`src/rtl/cpu_pkg.sv`:
```
// Shared CPU definitions: Wishbone widths, fetch-FSM encodings and the reset vector
// (the reset vector is also used by the CPU register file).
package cpu_pkg;

    localparam int WB_DW = 32;
    localparam int WB_AW = 32;

    localparam logic [WB_AW-1:0] CPU_RESET_PC = 32'hB000_0000;

    typedef enum logic [1:0] {
        IF_IDLE  = 2'd0,
        IF_BUS   = 2'd1,
        IF_FAULT = 2'd2
    } if_state_t;

    function automatic logic [WB_AW-1:0] word_align(input logic [WB_AW-1:0] addr);
        return addr & ~32'h0000_0003;
    endfunction

endpackage

```
`src/rtl/sync_fifo.sv`:
```
// Synchronous FIFO with a registered head word; push/pop in the same cycle is legal even when
// full. Flush and reset empty it and zero the output.
module sync_fifo #(
    parameter int WIDTH = 64,
    parameter int DEPTH = 4,
    localparam int AW = $clog2(DEPTH),
    localparam int CW = AW + 1
) (
    input  logic             clk,
    input  logic             reset,
    input  logic             flush,
    input  logic             push,
    input  logic [WIDTH-1:0] din,
    input  logic             pop,
    output logic [WIDTH-1:0] dout,
    output logic             valid,
    output logic [CW-1:0]    count
);

    logic [WIDTH-1:0] mem [DEPTH];
    logic [AW-1:0]    rd_ptr;
    logic [AW-1:0]    wr_ptr;
    logic [AW-1:0]    rd_ptr_nxt;
    logic [CW-1:0]    count_q;
    logic [CW-1:0]    count_nxt;
    logic [WIDTH-1:0] dout_q;
    logic [WIDTH-1:0] head_nxt;
    logic             empty;
    logic             full;
    logic             do_push;
    logic             do_pop;

    assign empty   = (count_q == '0);
    assign full    = (count_q == CW'(DEPTH));
    assign do_pop  = pop & ~empty;
    assign do_push = push & (~full | do_pop);

    // The head after this edge is the pushed word only when nothing older remains.
    always_comb begin
        rd_ptr_nxt = rd_ptr + AW'(do_pop);
        count_nxt  = count_q + CW'(do_push) - CW'(do_pop);
        head_nxt   = mem[rd_ptr_nxt];
        if (do_push && (count_q == CW'(do_pop))) begin
            head_nxt = din;
        end
    end

    always_ff @(posedge clk) begin
        if (do_push && !flush && !reset) begin
            mem[wr_ptr] <= din;
        end
    end

    always_ff @(posedge clk) begin
        if (reset || flush) begin
            rd_ptr  <= '0;
            wr_ptr  <= '0;
            count_q <= '0;
            dout_q  <= '0;
        end else begin
            if (do_push) begin
                wr_ptr <= wr_ptr + AW'(1);
            end
            rd_ptr  <= rd_ptr_nxt;
            count_q <= count_nxt;
            dout_q  <= (count_nxt != '0) ? head_nxt : '0;
        end
    end

    assign dout  = dout_q;
    assign valid = ~empty;
    assign count = count_q;

endmodule

```
`src/rtl/ifetch_prefetch.sv`:
```
// Instruction prefetch: pipelined Wishbone reads at a sequential PC into a small FIFO for decode.
//   state    | meaning
//   IF_IDLE  | no credit left (FIFO full, nothing in flight); bus released
//   IF_BUS   | cycle open; strobing while credit remains, collecting acks
//   IF_FAULT | bus error taken; no issuing until a redirect
module ifetch_prefetch
    import cpu_pkg::*;
#(
    parameter int               DEPTH    = 4,
    parameter logic [WB_AW-1:0] RESET_PC = CPU_RESET_PC
) (
    input  logic             clk,
    input  logic             reset,
    input  logic             i_redirect,
    input  logic [WB_AW-1:0] i_redirect_pc,
    output logic             o_wb_cyc,
    output logic             o_wb_stb,
    output logic [WB_AW-1:0] o_wb_addr,
    input  logic             i_wb_stall,
    input  logic             i_wb_ack,
    input  logic             i_wb_err,
    input  logic [WB_DW-1:0] i_wb_data,
    output logic             o_valid,
    input  logic             i_ready,
    output logic [WB_DW-1:0] o_instr,
    output logic [WB_AW-1:0] o_pc,
    output logic             o_fault,
    output logic [WB_AW-1:0] o_fault_pc
);

    localparam int            CW      = $clog2(DEPTH) + 1;
    localparam logic [CW-1:0] DEPTH_C = CW'(DEPTH);

    if_state_t state;
    if_state_t state_nxt;

    logic [WB_AW-1:0]       req_pc;
    logic [WB_AW-1:0]       rsp_pc;
    logic [CW-1:0]          outstanding;
    logic [CW-1:0]          fifo_count;
    logic [CW-1:0]          credit;
    logic                   has_credit;
    logic                   in_bus;
    logic                   take_ack;
    logic                   take_err;
    logic                   accept;
    logic                   pop;
    logic                   fifo_valid;
    logic [WB_AW+WB_DW-1:0] fifo_dout;
    logic                   fault_q;
    logic [WB_AW-1:0]       fault_pc_q;

    // Entries buffered plus requests in flight never exceed DEPTH, so acks always find room.
    assign credit     = DEPTH_C - fifo_count - outstanding;
    assign has_credit = (credit != '0);
    assign in_bus     = (state == IF_BUS);

    assign take_err = in_bus & i_wb_err & ~i_redirect;
    assign take_ack = in_bus & i_wb_ack & ~i_wb_err & ~i_redirect & (outstanding != '0);

    assign o_wb_cyc  = in_bus & ~i_redirect;
    assign o_wb_stb  = o_wb_cyc & has_credit & ~i_wb_err;
    assign o_wb_addr = req_pc;
    assign accept    = o_wb_stb & ~i_wb_stall;

    assign pop = fifo_valid & i_ready & ~i_redirect;

    // A redirect always reopens the bus next cycle: after the flush credit is DEPTH,
    // so passing through IF_IDLE would only add a dead cycle.
    always_comb begin
        state_nxt = state;
        unique case (state)
            IF_IDLE: begin
                if (has_credit) begin
                    state_nxt = IF_BUS;
                end
            end
            IF_BUS: begin
                if (take_err) begin
                    state_nxt = IF_FAULT;
                end else if (!has_credit && (outstanding == '0)) begin
                    state_nxt = IF_IDLE;
                end
            end
            IF_FAULT: begin
                state_nxt = IF_FAULT;
            end
            default: begin
                state_nxt = IF_IDLE;
            end
        endcase
        if (i_redirect) begin
            state_nxt = IF_BUS;
        end
    end

    always_ff @(posedge clk) begin
        if (reset) begin
            state       <= IF_IDLE;
            req_pc      <= RESET_PC;
            rsp_pc      <= RESET_PC;
            outstanding <= '0;
            fault_q     <= 1'b0;
            fault_pc_q  <= '0;
        end else if (i_redirect) begin
            state       <= state_nxt;
            req_pc      <= word_align(i_redirect_pc);
            rsp_pc      <= word_align(i_redirect_pc);
            outstanding <= '0;
            fault_q     <= 1'b0;
        end else begin
            state <= state_nxt;
            if (accept) begin
                req_pc <= req_pc + 32'd4;
            end
            if (take_ack) begin
                rsp_pc <= rsp_pc + 32'd4;
            end
            if (take_err) begin
                outstanding <= '0;
                fault_q     <= 1'b1;
                fault_pc_q  <= rsp_pc;
            end else begin
                outstanding <= outstanding + CW'(accept) - CW'(take_ack);
            end
        end
    end

    sync_fifo #(
        .WIDTH(WB_AW + WB_DW),
        .DEPTH(DEPTH)
    ) u_fifo (
        .clk   (clk),
        .reset (reset),
        .flush (i_redirect),
        .push  (take_ack),
        .din   ({rsp_pc, i_wb_data}),
        .pop   (pop),
        .dout  (fifo_dout),
        .valid (fifo_valid),
        .count (fifo_count)
    );

    assign o_valid    = fifo_valid;
    assign o_pc       = fifo_dout[WB_AW+WB_DW-1:WB_DW];
    assign o_instr    = fifo_dout[WB_DW-1:0];
    assign o_fault    = fault_q;
    assign o_fault_pc = fault_pc_q;

endmodule

```
`config.mk`:
```
export PLATFORM = sky130hd
export DESIGN_NAME = ifetch_prefetch
export DESIGN_NICKNAME = d
export VERILOG_FILES = /design/src/rtl/cpu_pkg.sv /design/src/rtl/sync_fifo.sv /design/src/rtl/ifetch_prefetch.sv
export SDC_FILE = /design/constraint.sdc
export NUM_CORES = 1
export LEC_CHECK = 0
export ABC_AREA = 1
export CAP_MARGIN = 20
export CORE_MARGIN = 4
export CORE_UTILIZATION = 51
export DETAILED_ROUTE_END_ITERATION = 10
export PLACE_DENSITY = 0.8
export SETUP_SLACK_MARGIN = 0.2
export SLEW_MARGIN = 20
export SYNTH_ARGS = -nofsm -noshare
export SYNTH_HDL_FRONTEND = slang
export SYNTH_HIERARCHICAL = 1
export SYNTH_SLANG_ARGS = --single-unit
```
`constraint.sdc`:
```
create_clock -name clk -period 11.2 [get_ports clk]
set_input_delay 1.12 -clock clk [delete_from_list [all_inputs] [get_ports clk]]
set_output_delay 1.12 -clock clk [all_outputs]
set_load 0.01 [all_outputs]
```
==> run metrics <==
status=completed; final setup fails=0; CP peak stage delay=0.89 ns; nature of the critical path endpoint=flip-flop; FP Rows=70; global placer's final weighted congestion=0.913; Slew Limit Fails=0; DRC viols=0; f_max=187 MHz; Post-synth ARST share=0%; largest net degree at the start of global routing=91; Seq/Total Area, Yosys=57.8%; die area=40600 sq um; filler cell count=2937; max-cap viol count=0; Post-Route Setup TNS=0 ns; Post-Synth Adder-Cell Area=1.13%; CTS root buf=clkbuf_16; worst hold margin=0.486 ns; met3 Usage GRT=4.45%; synthesized area=19100 sq um; ANT cells=0; Distinct cells, synth=41; worst path arrival time=5.51 ns; cts hold-fix bufs=0; most frequent cells in the layout=936 x nand2_1, 256 x edfxtp_1, 194 x clkdlybuf4s50_1; EDFF count, synth=256; Tcrit/Tclk final=47.7%; final WL=50.3 mm; Pre-antenna DRT Iters=5; Mean Syn Cell Area=8.83 sq um; Ys Warns=6; Total Nets Final=2409; dpl hpwl=30.8 mm; RR Endpoint=u_fifo/dout[57]; Syn Inst Count=2164; DRT antenna net count=0; critical-path cell list=buf_2 > buf_4 > inv_6 > nand2_8 > nor3_4 > buf_4 > nand3_1 > nor2_4 > buf_4; first-pass GRT wire length=79.1 mm; busiest grt layer=met2; hold path startpoint=o_fault; Top FF cell, synth=edfxtp_1; Max VDD drop=0.000100 V; Starting Density=51.9%; largest family of logic cells by synthesized area=simple AND/OR/NAND/NOR gates; critical path type=in2reg; CP max FO=77; vias in the first global route=15100; Slew @ Worst Pin=1.02 ns; Worst Hold Path Cells=2; Power Total=0.00322 W; complex-gate fraction of the synthesized area=5.89%; die outline height=202 um; simple-gate share of the synthesized area=28.1%; post-layout min period=5.34 ns; H-tree levels=2; max_slew headroom=32.3%; Hold WC Path Type=reg2reg; final hold violation count=0; ratio of cells with drive above 1 in the final layout=6.96%; Post-CTS Setup Inserts=0; clk sink count=423; XOR/XNOR share of the synthesized area=0.780%; worst endpoint required time=11.37 ns; Avg WL per Cell=17.8 um; M1 GR Usage=31.4%; post-cts sizing count=0; die width=202 um; Power per Cell Area=143 nW/um^2; Syn-to-layout area delta=17.6%; Skew-Pair Late Insertion Delay=0.55 ns; CTS buffer count=43; Worst setup SP type=input pin; io pins=203; I/O Buffers=196; grt total ovfl=0; initial antenna violation count=0; Critical path origin=i_redirect; CORE AREA=36800 sq um; crit path max-delay cell type=buf_4; synthesis-stage register bit count=423; DRT iter0 DRCs=1427; RSZ-0062 raised after global routing=false; FF-to-FF path depth=17; crit-path most repeated cell=buf_4; final setup skew=0.0119 ns; Hold Path End=o_fault; CTS tree=built; reg2reg setup slack=6.58 ns; Reg clk slew, reported paths=0.06 ns; via count=15500; post-synthesis mux area share=0%; Total GRT Usage=24.0%; vias per std cell=5.48; Max Root-Sink Buffers=3; leakage=8.89 nW; worst reg2reg startpoint=u_fifo/count[2]; most common cell after layout, fill and taps aside=nand2_1; met2 Usage GRT=40.4%
per-layer routing:
metal  up-vias  share of wire (%)  wire, um
met5         -                  0         0
met4         0                3.1      1580
met3       104                9.6      4860
met2       778                 47     23900
met1      7210                 40     20000
li1       7388                  -         -
kinds of logic (layout without fill, tap and decap cells):
logic type | Yosys count | count (layout)
flops | 423 | 423
compound gates | 213 | 213
other cells | 1 | 14
xor+xnor | 17 | 17
fa+ha+maj | 16 | 16
buf+inv | 234 | 413
simple gates | 1260 | 1260
power breakdown:
part / switching, W / leakage, nW / internal (W)
Sequential: 0.0000345 / 3.67 / 0.00167
Combinational: 0.0000840 / 4.57 / 0.0000663
Clock: 0.000575 / 0.658 / 0.000792
Total: 0.000694 / 8.89 / 0.00253
layout make-up:
type | instances | area, sq um | share of cell area [%]
flip-flops and latches | 423 | 11000 | 49.1
multi-input cells | 1520 | 6970 | 31.0
repair buffers | 210 | 2060 | 9.16
clock buffers | 63 | 1200 | 5.35
well taps | 468 | 586 | 2.61
inverters | 124 | 472 | 2.10
clock inverters | 16 | 139 | 0.618
flip-flops by register name (all words and copies together) (netlist names):
name	count
o_fault	1
o_fault_pc	30
o_wb_addr	30
outstanding	3
rsp_pc	30
state	2
u_fifo/count	3
u_fifo/dout	64
u_fifo/mem	256
u_fifo/rd_ptr	2
u_fifo/wr_ptr	2
critical path: cells and delay by family:
family / cells / cell delay, ns
buf+inv: 5 / 2.37
simple gates: 4 / 1.92
synth_stat cells, drive strengths merged, types with 6 or more instances:
cell type | n | area [sq um]
nand4 | 74 | 463
o21ai | 67 | 335
ha | 14 | 175
nand2 | 966 | 3720
nand3 | 85 | 475
nor2 | 115 | 567
xnor2 | 6 | 52.6
xor2 | 11 | 96.3
dfxtp | 167 | 3340
nor3 | 14 | 101
inv | 124 | 470
edfxtp | 256 | 7690
clkbuf | 20 | 76.3
a21oi | 135 | 713
buf | 90 | 654
metrics by stage:
step,cell area [sq um],setup WS (ns),util (%),instances
6_report,22500,5.86,61.1,2824
5_1_grt,22500,5.64,61.1,2824
4_1_cts,22500,5.91,61.1,2824
3_5_place_dp,21100,5.35,57.4,2745
3_3_place_gp,21100,5.38,57.4,2745
2_1_floorplan,19100,5.64,-,2177
how the worst max path moves through the flow:
stage | slack [ns] | end
final | 5.86 | u_fifo/mem[3][58]
after global routing | 5.64 | u_fifo/mem[3][58]
after CTS | 5.91 | u_fifo/mem[3][58]
after detailed placement | 5.35 | u_fifo/mem[3][58]
after global placement | 5.38 | u_fifo/mem[3][57]
after floorplan | 5.64 | u_fifo/mem[0][0]
Power figures use the tool's default switching activity.
